File: src/rtl/vm_pkg.sv
// Vending-machine shared definitions.
// Amounts throughout the vending datapath are expressed in Rs.5 units, so a
// Rs.10 coin is worth 2 units and a Rs.5 coin is worth 1 unit.
// Contents: change dispenser state encoding, coin values, unit size.
package vm_pkg;

  // Rupees represented by one amount unit.
  localparam int unsigned UNIT_RUPEES = 5;

  // Coin values in amount units.
  localparam int unsigned COIN5  = 1;
  localparam int unsigned COIN10 = 2;

  typedef enum logic [2:0] {
    CD_IDLE,
    CD_SELECT,
    CD_PULSE,
    CD_WAIT_ACK,
    CD_DONE,
    CD_FAULT
  } cd_state_e;

endpackage

File: src/rtl/change_dispenser_if.sv
// Bundle between the vending controller / hopper and the change dispenser.
// master: vending controller + hopper side (drives request and sensors).
// slave : change dispenser (drives solenoids and status).
// Signals:
//   req, amount        refund request and owed value (Rs.5 units)
//   empty10, empty5    hopper empty flags
//   coin_sensed        exit sensor pulse
//   fault_clr          clears a latched fault
//   eject10, eject5    solenoid drives
//   busy, done, fault  status; owed = remaining unpaid amount
interface change_dispenser_if #(
  parameter int unsigned AMT_W = 3
);

  logic             req;
  logic [AMT_W-1:0] amount;
  logic             empty10;
  logic             empty5;
  logic             coin_sensed;
  logic             fault_clr;
  logic             eject10;
  logic             eject5;
  logic             busy;
  logic             done;
  logic             fault;
  logic [AMT_W-1:0] owed;

  modport master (
    output req, amount, empty10, empty5, coin_sensed, fault_clr,
    input  eject10, eject5, busy, done, fault, owed
  );

  modport slave (
    input  req, amount, empty10, empty5, coin_sensed, fault_clr,
    output eject10, eject5, busy, done, fault, owed
  );

endinterface

File: src/rtl/cd_timer.sv
// Loadable down-counter shared by the eject pulse length and the coin
// acknowledge timeout.
// Ports:
//   clk, reset  clock, asynchronous active-high reset
//   load        load 'value' this cycle (wins over counting)
//   value       reload value
//   expired     count has reached zero
module cd_timer #(
  parameter int unsigned W = 4
) (
  input  logic         clk,
  input  logic         reset,
  input  logic         load,
  input  logic [W-1:0] value,
  output logic         expired
);

  logic [W-1:0] cnt_q;

  always_ff @(posedge clk or posedge reset) begin
    if (reset) begin
      cnt_q <= '0;
    end else if (load) begin
      cnt_q <= value;
    end else if (cnt_q != '0) begin
      cnt_q <= cnt_q - W'(1);
    end
  end

  assign expired = (cnt_q == '0);

endmodule

File: src/rtl/change_dispenser.sv
// Change dispenser: converts an owed amount (Rs.5 units) into a sequence of
// Rs.10 / Rs.5 eject pulses, confirms each coin on the exit sensor and
// reports done or a sticky fault.
// Ports:
//   clk    system clock, rising edge
//   reset  asynchronous active-high reset
//   bus    change_dispenser_if.slave (request, hopper sensors, solenoids,
//          busy/done/fault status and remaining owed amount)
//   cnt10, cnt5  confirmed coin counters (only when COIN_COUNT_EN is defined)
// Build option: define COIN_COUNT_EN to add the saturating coin counters.
module change_dispenser
  import vm_pkg::*;
#(
  parameter int unsigned AMT_W     = 3,
  parameter int unsigned PULSE_LEN = 2,
  parameter int unsigned TIMEOUT   = 15
) (
  input  logic                    clk,
  input  logic                    reset,
  change_dispenser_if.slave       bus
`ifdef COIN_COUNT_EN
  ,
  output logic [7:0]              cnt10,
  output logic [7:0]              cnt5
`endif
);

  localparam int unsigned TMAX = (PULSE_LEN > TIMEOUT) ? PULSE_LEN : TIMEOUT;
  localparam int unsigned TW   = $clog2(TMAX + 1);

  cd_state_e        state_q;
  logic [AMT_W-1:0] owed_q;
  logic             coin10_q;
  logic             eject10_q;
  logic             eject5_q;
  logic             busy_q;
  logic             done_q;
  logic             fault_q;

  logic             sel10;
  logic             sel5;
  logic             tmr_load;
  logic [TW-1:0]    tmr_value;
  logic             tmr_expired;

  // Coin choice; a Rs.10 coin needs at least 2 units owed so owed never
  // underflows.
  assign sel10 = (owed_q >= AMT_W'(COIN10)) && !bus.empty10;
  assign sel5  = (owed_q >= AMT_W'(COIN5))  && !bus.empty5;

  // The timer is reloaded on entry to PULSE (pulse length) and on entry to
  // WAIT_ACK (timeout); it holds N-1 so the state lasts exactly N cycles.
  always_comb begin
    tmr_load  = 1'b0;
    tmr_value = '0;
    case (state_q)
      CD_SELECT: begin
        tmr_load  = 1'b1;
        tmr_value = TW'(PULSE_LEN - 1);
      end
      CD_PULSE: begin
        if (tmr_expired) begin
          tmr_load  = 1'b1;
          tmr_value = TW'(TIMEOUT - 1);
        end
      end
      default: ;
    endcase
  end

  cd_timer #(
    .W (TW)
  ) u_timer (
    .clk     (clk),
    .reset   (reset),
    .load    (tmr_load),
    .value   (tmr_value),
    .expired (tmr_expired)
  );

  // Status and solenoid outputs are registered decodes of the current state,
  // so they trail the state register by one cycle (eject rises two edges
  // after the request is sampled). fault/busy are the exception on
  // fault_clr: they drop on the same edge that returns the FSM to IDLE.
  always_ff @(posedge clk or posedge reset) begin
    if (reset) begin
      state_q   <= CD_IDLE;
      owed_q    <= '0;
      coin10_q  <= 1'b0;
      eject10_q <= 1'b0;
      eject5_q  <= 1'b0;
      busy_q    <= 1'b0;
      done_q    <= 1'b0;
      fault_q   <= 1'b0;
    end else begin
      eject10_q <= (state_q == CD_PULSE) && coin10_q;
      eject5_q  <= (state_q == CD_PULSE) && !coin10_q;
      done_q    <= (state_q == CD_DONE);
      busy_q    <= (state_q != CD_IDLE) && !((state_q == CD_FAULT) && bus.fault_clr);
      fault_q   <= (state_q == CD_FAULT) && !bus.fault_clr;

      case (state_q)
        CD_IDLE: begin
          if (bus.req) begin
            if (bus.amount != '0) begin
              owed_q  <= bus.amount;
              state_q <= CD_SELECT;
            end else begin
              state_q <= CD_DONE;
            end
          end
        end
        CD_SELECT: begin
          if (owed_q == '0) begin
            state_q <= CD_DONE;
          end else if (sel10) begin
            coin10_q <= 1'b1;
            state_q  <= CD_PULSE;
          end else if (sel5) begin
            coin10_q <= 1'b0;
            state_q  <= CD_PULSE;
          end else begin
            state_q <= CD_FAULT;
          end
        end
        CD_PULSE: begin
          if (tmr_expired) begin
            state_q <= CD_WAIT_ACK;
          end
        end
        CD_WAIT_ACK: begin
          if (bus.coin_sensed) begin
            owed_q  <= owed_q - (coin10_q ? AMT_W'(COIN10) : AMT_W'(COIN5));
            state_q <= CD_SELECT;
          end else if (tmr_expired) begin
            state_q <= CD_FAULT;
          end
        end
        CD_DONE: begin
          owed_q  <= '0;
          state_q <= CD_IDLE;
        end
        CD_FAULT: begin
          if (bus.fault_clr) begin
            owed_q  <= '0;
            state_q <= CD_IDLE;
          end
        end
        default: state_q <= CD_IDLE;
      endcase
    end
  end

  assign bus.eject10 = eject10_q;
  assign bus.eject5  = eject5_q;
  assign bus.busy    = busy_q;
  assign bus.done    = done_q;
  assign bus.fault   = fault_q;
  assign bus.owed    = owed_q;

`ifdef COIN_COUNT_EN
  logic       accept;
  logic [7:0] cnt10_q;
  logic [7:0] cnt5_q;

  assign accept = (state_q == CD_WAIT_ACK) && bus.coin_sensed;

  always_ff @(posedge clk or posedge reset) begin
    if (reset) begin
      cnt10_q <= '0;
      cnt5_q  <= '0;
    end else if (accept) begin
      if (coin10_q && (cnt10_q != '1)) begin
        cnt10_q <= cnt10_q + 8'd1;
      end
      if (!coin10_q && (cnt5_q != '1)) begin
        cnt5_q <= cnt5_q + 8'd1;
      end
    end
  end

  assign cnt10 = cnt10_q;
  assign cnt5  = cnt5_q;
`endif

endmodule

File: src/flat_wrapper.sv
// flat-port wrapper written by rule: the top's interface ports become plain ports
module change_dispenser_flat import vm_pkg::*;
#(
  parameter int unsigned AMT_W     = 3,
  parameter int unsigned PULSE_LEN = 2,
  parameter int unsigned TIMEOUT   = 15
)
  (clk, reset, bus_req, bus_amount, bus_empty10, bus_empty5, bus_coin_sensed, bus_fault_clr, bus_eject10, bus_eject5, bus_busy, bus_done, bus_fault, bus_owed);
  change_dispenser_if #(.AMT_W(AMT_W)) bus_i ();
  input  logic clk;
  input  logic reset;
  input wire logic [$bits(bus_i.req)-1:0] bus_req;
  input wire logic [$bits(bus_i.amount)-1:0] bus_amount;
  input wire logic [$bits(bus_i.empty10)-1:0] bus_empty10;
  input wire logic [$bits(bus_i.empty5)-1:0] bus_empty5;
  input wire logic [$bits(bus_i.coin_sensed)-1:0] bus_coin_sensed;
  input wire logic [$bits(bus_i.fault_clr)-1:0] bus_fault_clr;
  output wire logic [$bits(bus_i.eject10)-1:0] bus_eject10;
  output wire logic [$bits(bus_i.eject5)-1:0] bus_eject5;
  output wire logic [$bits(bus_i.busy)-1:0] bus_busy;
  output wire logic [$bits(bus_i.done)-1:0] bus_done;
  output wire logic [$bits(bus_i.fault)-1:0] bus_fault;
  output wire logic [$bits(bus_i.owed)-1:0] bus_owed;
  assign bus_i.req = bus_req;
  assign bus_i.amount = bus_amount;
  assign bus_i.empty10 = bus_empty10;
  assign bus_i.empty5 = bus_empty5;
  assign bus_i.coin_sensed = bus_coin_sensed;
  assign bus_i.fault_clr = bus_fault_clr;
  assign bus_eject10 = bus_i.eject10;
  assign bus_eject5 = bus_i.eject5;
  assign bus_busy = bus_i.busy;
  assign bus_done = bus_i.done;
  assign bus_fault = bus_i.fault;
  assign bus_owed = bus_i.owed;
  change_dispenser #(.AMT_W(AMT_W), .PULSE_LEN(PULSE_LEN), .TIMEOUT(TIMEOUT)) u_core (.clk(clk), .reset(reset), .bus(bus_i));
endmodule
File: config.mk
export PLATFORM = sky130hd
export DESIGN_NAME = change_dispenser_flat
export DESIGN_NICKNAME = d
export VERILOG_FILES = /design/src/rtl/vm_pkg.sv /design/src/rtl/change_dispenser_if.sv /design/src/rtl/cd_timer.sv /design/src/rtl/change_dispenser.sv /design/src/flat_wrapper.sv
export SDC_FILE = /design/constraint.sdc
export NUM_CORES = 1
export LEC_CHECK = 0
export BUFFER_PORTS_ARGS = -buffer_cell sky130_fd_sc_hd__buf_2
export CAP_MARGIN = 20
export CORE_MARGIN = 2
export CORE_UTILIZATION = 23
export CTS_BUF_LIST = sky130_fd_sc_hd__clkbuf_16
export CTS_CLUSTER_SIZE = 28
export DETAILED_ROUTE_END_ITERATION = 7
export PLACE_DENSITY_LB_ADDON = 0.25
export SYNTH_ARGS = -nofsm -noshare
export SYNTH_HDL_FRONTEND = slang
export SYNTH_SLANG_ARGS = --single-unit
export TNS_END_PERCENT = 20
File: constraint.sdc
create_clock -name clk -period 4.7 [get_ports clk]
set_clock_uncertainty 0.2 [all_clocks]
set_input_delay 0.47 -clock clk [delete_from_list [all_inputs] [get_ports clk]]
set_output_delay 0.47 -clock clk [all_outputs]
set_load 0.02 [all_outputs]
==> qor.yml, run 1 <==
synth_edf_count: 0
place_area_sq_um: 1070
clock_latency_ns: 0.24
arrival_ns: 2.14
die_w_um: 68.3
status: "finished clean"
regArea_sq_um: 400
htree_levels: 1
max_clock_freq_ghz: 0.461
yosys.area.top_type: "dfrtp_1"
grtUsageMet2: 0.180
vdd_drop_max_uv: 231
p_total_uw: 833
die-area_sq_um: 4670
coreArea_sq_um: 4000
crit_path_max_fanout: 9
maxSlewViolCount: 0
fin_tns_setup_ns: 0
vias: 807
synthesis.nets: 118
antennaDiodeCount: 0
postCtsHoldBufs: 0
area_delta_synth_final_pct: 20.5
antenna_found_initial: 0
synthMuxAreaShare: 0.0329
synth_top_family_by_area: "compound AO/OA/AOI/OAI gates"
ys_seq_area_frac: 0.420
synthArstFlopShare: 1.00
fillers: 429
wirelength_mm: 2.13
nets: 135
end_kind: "flip-flop"
cap_violations: 0
gp_congestion: 0.768
start_util: 0.238
cts_tree: "yes"
p_leak_nw: 0.546
grt_max_degree: 18
drtIter0Drc: 14
drt_pass1_iterations: 4
boundaryPins: 18
ys_warn_count: 0
cts_sinks: 16
critical_path_class: "reg2reg"
grt_busiest_layer: "met2"
grt_pass1_vias: 792
gr-usage-met1: 0.121
startpoint_type: "flip-flop"
final_cell_area_sq_um: 1150
min_period_ns: 2.17
synth_ff_type: "dfrtp_1"
hpwlAfterDp_mm: 1.64
drcViolationCount: 0
postCtsSetupRepairBufs: 0
p_per_area_nw_per_um2: 726
rsz0062_at_grt: "false"
synth_xor_area_frac: 0.00920
post_drt_wl_per_cell_um: 12.5
cts.clk_slew.worst_paths_ns: 0.05
syn_area_sq_um: 952
synth-simple-area-share: 0.196
syn_area_per_cell_sq_um: 9.07
cts_buffers: 3
synth_fa_ha_area_frac: 0.0473
hold_path_class: "in2async"
cts.path.max_buffers: 2
final_cells: 170
dp.cells: 167
grt_overflow: 0
grt_pass1_wl_mm: 3.48
cts-root-buf: "clkbuf_16"
ys_seq_elements: 16
required_ns: 4.67
hold_viol: 0
portBuffers: 17
ant_nets: 0
synth_cells: 105
grtUsageTotal: 0.101
period_share: 0.462
multi_input_area_sq_um: 479
layout-drive-gt1-share: 0.208
tightest_slew_ns: 0.635
viasPerCell: 4.75
rows: 23
synth-compound-area-share: 0.218
slew_headroom: 0.576
die_y_um: 68.3
grtUsageMet3: 0.0148
yosysTopAreaCellShare: 0.420
setup_viol: 0
synth_cell_types: 39
cts_resized: 0
synthTopCellsByArea: "dfrtp_1 42%, o21ai_0 4.7%, inv_1 4.7%"
## area by class of cell
type                    count  share of cell area
multi-input cells          72               0.418
flip-flops and latches     16               0.349
repair buffers             17              0.0742
clock buffers               3              0.0654
well taps                  50              0.0545
inverters                  12              0.0393
## per-layer routing
metal / up-vias / routed length [um]
li1: 401 / -
met3: 2 / 62
met1: 392 / 976
met2: 12 / 1080
met5: - / 0
met4: 0 / 19
## Yosys cell counts (2+ instances only)
| master | instances |
|---|---|
| dfrtp_1 | 16 |
| inv_1 | 12 |
| o21ai_0 | 9 |
| nand2_1 | 8 |
| nor2_1 | 8 |
| a21oi_1 | 4 |
| nand2b_1 | 4 |
| nor3_1 | 4 |
| a31oi_1 | 3 |
| clkbuf_1 | 3 |
| ha_1 | 2 |
| mux2i_1 | 2 |
| nand3b_1 | 2 |
| o211ai_1 | 2 |
| o31ai_1 | 2 |
## cell families (layout without fill, tap and decap cells)
family	Yosys count	after routing
AND/OR/NAND/NOR	35	35
XOR/XNOR	1	1
flip-flops	16	16
adder cells (fa/ha/maj)	3	3
multiplexers	3	3
AO/OA/AOI/OAI	30	30
buffers and inverters	17	32
## worst paths after layout
| kind | depth (start not counted) | from | endpoint | slack [ns] |
|---|---|---|---|---|
| max | 6 | u_core.u_timer.cnt_q[0]$_DFFE_PP0P_ | u_core.state_q[0]$_DFFE_PP0P_ | 2.53 |
| min | 2 | reset | u_core.bus.eject10$_DFF_PP0_ | 0.11 |
| max reg2reg | 6 | u_core.u_timer.cnt_q[0]$_DFFE_PP0P_ | u_core.state_q[0]$_DFFE_PP0P_ | 2.53 |
| min reg2reg | 1 | u_core.coin10_q$_DFFE_PP0P_ | u_core.bus.eject5$_DFF_PP0_ | 0.28 |
| max in group asynchronous | 2 | reset | u_core.bus.fault$_DFF_PP0_ | 3.78 |
| min in group clk | 2 | bus_empty10 | u_core.coin10_q$_DFFE_PP0P_ | 0.25 |
## sequential cells by signal, summed over array words and instances, names as in the netlist
signal,cells
u_core.bus.busy,1
u_core.bus.done,1
u_core.bus.eject10,1
u_core.bus.eject5,1
u_core.bus.fault,1
u_core.bus.owed,3
u_core.coin10_q,1
u_core.state_q,3
u_core.u_timer.cnt_q,4
## layout by cell type (no fill, tap or decap), drive strengths merged
master   instances
buf             17
dfrtp           16
inv             12
o21ai           10
nand2            8
nor2             8
nand2b           4
nor3             4
a21oi            4
a31oi            3
clkbuf           3
nand3b           2
mux2i            2
o31ai            2
o211ai           2
ha               2
or3b             1
a221oi           1
and4bb           1
nor4             1
nand4b           1
o311ai           1
nor2b            1
a311o            1
or2              1
a22o             1
or3              1
o21bai           1
and3             1
o2bb2ai          1
o41ai            1
xor2             1
o22a             1
nand3            1
mux2             1
o211a            1
fa               1
## stage by stage
step / setup WS [ns] / util / hold slack [ns]
3_3_place_gp: 2.64 / 0.268 / 0.265
3_5_place_dp: 2.53 / 0.268 / 0.273
2_1_floorplan: 2.71 / - / 0.184
6_report: 2.53 / 0.287 / 0.108
5_1_grt: 2.42 / 0.287 / 0.177
4_1_cts: 2.52 / 0.287 / 0.133
## critical path: stages (launching register included)
cell     delay, ns
dfrtp_1       0.40
inv_1         0.10
ha_1          0.19
or3b_1        0.49
a311o_1       0.36
o22a_2        0.25
o21ai_2       0.11
## power by group
part	switching, mW	leakage, nW	internal, mW
Combinational	0.228	0.309	0.171
Clock	0.0468	0.0370	0.111
Sequential	0.0809	0.200	0.195
Total	0.356	0.546	0.477
Note: power is estimated with default switching activity, not from simulation.
==> inputs of run 2 (changes only) <==
- clock period: 4.7 -> 1.8 ns (I/O delays scaled with it)
==> run 2 against run 1 <==
Against the previous run:
- the run now ends with setup timing left
- sequential cell count unchanged
- wire length is 3.1% higher
- combinational power grew to 3.6 times the previous value
- sequential power up 130%
- clock-buffer cell count did not move
- clock power rose to 2.6 times the previous value
- via count grew 10%
- worst hold slack worse by 0.041 ns
- first-iteration DRC count is 14% lower
- register-to-register slack lost 2.6 ns
- critical path depth did not move
- critical path type unchanged
- critical endpoint is now u_core.state_q[2]$_DFFE_PP0P_
- largest power group unchanged
- highest routed layer unchanged
==> qor.yml, run 2 (synthesis gave the netlist of run 1 again) <==
status: "finished with violations"
violations: "setup timing"
required_ns: 1.77  # -2.90 ns
worst_hold_slack_ns: 0.0669  # -0.0407 ns
max_clock_freq_ghz: 0.522  # +13%
p_per_area_nw_per_um2: 1890  # +160%
cts-root-buf: "clkbuf_16"
post_drt_wl_per_cell_um: 11.8  # -6.2%
cts_tree: "yes"
portBuffers: 17  # unchanged
wirelength_mm: 2.20  # +3.1%
slew_headroom: 0.598  # +0.0221
p_leak_nw: 0.627  # +15%
rsz0062_at_grt: "true"
hold_path_class: "in2reg"
cap_violations: 0  # unchanged
grt_overflow: 0  # unchanged
largest_reg_flops: 4  # unchanged
gp_congestion: 0.754  # -1.9%
final_cells: 187  # +10%
layout-drive-gt1-share: 0.336  # +0.127
grt_max_degree: 17  # -1
dp.cells: 182  # +9.0%
viasPerCell: 4.76  # +0.37%
reg2reg_depth: 6  # unchanged
reg2reg_slack_ns: -0.11  # -2.64 ns
cts_buffers: 3  # unchanged
grtUsageTotal: 0.101  # -0.000445
crit_path_max_fanout: 4  # -5
r2r_start: "u_core.u_timer.cnt_q[0]$_DFFE_PP0P_"
drtIter0Drc: 12  # -2
antenna_found_initial: 0  # unchanged
antennaDiodeCount: 0  # unchanged
drcViolationCount: 0  # unchanged
hold_viol: 0  # unchanged
ant_nets: 0  # unchanged
multi_input_area_sq_um: 502  # +4.7%
die_w_um: 68.3  # unchanged
regArea_sq_um: 400  # unchanged
die_y_um: 68.3  # unchanged
min_period_ns: 1.91  # -0.256 ns
rows: 23  # unchanged
start_util: 0.238  # unchanged
period_share: 1.06  # +0.602
critical_path_class: "reg2reg"
endpoint: "u_core.state_q[2]$_DFFE_PP0P_"
setup_viol: 2  # +2
coreArea_sq_um: 4000  # unchanged
tightest_slew_ns: 0.602  # -0.0332 ns
vias: 891  # +10%
cts.clk_slew.worst_paths_ns: 0.05  # about the same
largest_register: "u_core.u_timer.cnt_q"
boundaryPins: 18  # unchanged
vdd_drop_max_uv: 703  # +200%
reg2reg_to: "u_core.state_q[2]$_DFFE_PP0P_"
fillers: 419  # -2.3%
cts.path.max_buffers: 2  # unchanged
clock_latency_ns: 0.24  # about the same
hpwlAfterDp_mm: 1.77  # +7.9%
grt_pass1_wl_mm: 3.63  # +4.2%
startpoint_type: "flip-flop"
cts_sinks: 16  # unchanged
area_delta_synth_final_pct: 36.8
layout_commonest_cell: "buf_2"
critical_path.startpoint: "u_core.u_timer.cnt_q[0]$_DFFE_PP0P_"
arrival_ns: 1.88  # -0.26 ns
worst_slack_ns: -0.115  # -2.64 ns
place_area_sq_um: 1180  # +11%
p_total_mw: 2.46  # +190%
die-area_sq_um: 4670  # unchanged
grt_pass1_vias: 853  # +7.7%
drt_pass1_iterations: 4  # unchanged
final_cell_area_sq_um: 1300  # +14%
nets: 152  # +13%
end_kind: "flip-flop"
htree_levels: 1  # unchanged
maxSlewViolCount: 0  # unchanged
layout_common_cells: "17 x buf_2, 16 x dfrtp_1, 15 x buf_4, 9 x inv_1"
## run 2: timing repair
action,CTS,global route
setup endpoints to repair,5,8
setup buffers,0,0
resized for setup,5,3
pin swaps,0,1
hold endpoints to repair,17,0
hold buffers,2,0
## run 2: layout make-up
cell class              count  area share
multi-input cells          72       0.385
well taps                  50      0.0480
repair buffers             34       0.167
inverters                  12      0.0346
clock buffers               3      0.0576
flip-flops and latches     16       0.307
## run 2: report_power, final
| part | leakage, nW | internal (mW) | switching (mW) |
|---|---|---|---|
| combinational | 0.390 | 0.667 | 0.753 |
| clock | 0.0370 | 0.291 | 0.125 |
| sequential | 0.200 | 0.511 | 0.111 |
| total | 0.627 | 1.47 | 0.988 |
## run 2: how the worst min path moves through the flow
stage                  start                            end  slack (ns)  cells after the start
6_report             bus_req  u_core.state_q[1]$_DFFE_PP0P_        0.07                      3
3_5_place_dp           reset   u_core.bus.eject10$_DFF_PP0_         0.1                      2
4_1_cts        bus_fault_clr      u_core.bus.busy$_DFF_PP0_        0.07                      3
3_3_place_gp           reset   u_core.bus.eject10$_DFF_PP0_        0.09                      2
2_1_floorplan          reset      u_core.bus.busy$_DFF_PP0_       -0.11                      1
5_1_grt              bus_req  u_core.state_q[1]$_DFFE_PP0P_         0.1                      3
## run 2: through the flow
stage / setup TNS (ns) / setup slack [ns] / util
CTS: -0.268 / -0.122 / 0.324
global route: -0.568 / -0.195 / 0.326
detailed placement: -0.397 / -0.162 / 0.296
global placement: -0.260 / -0.120 / 0.296
finish: -0.226 / -0.115 / 0.326
floorplan: -0.533 / -0.188 / -
## run 2: critical path: stages (launching register included)
cell and delay (ns):
dfrtp_1 0.38, inv_2 0.08, ha_4 0.14, or3b_4 0.38
a311o_1 0.31, or2_1 0.23, o21bai_2 0.13
## run 2: routing by layer
metal / vias to the layer above / global-route usage / part of all wire / wire, um
met2: 12 / 0.183 / 0.50 / 1110
met3: 2 / 0.0148 / 0.024 / 52
met5: - / 0 / 0 / 0
met1: 439 / 0.129 / 0.47 / 1030
met4: 0 / 0.0150 / 0.0036 / 8
li1: 438 / - / - / -
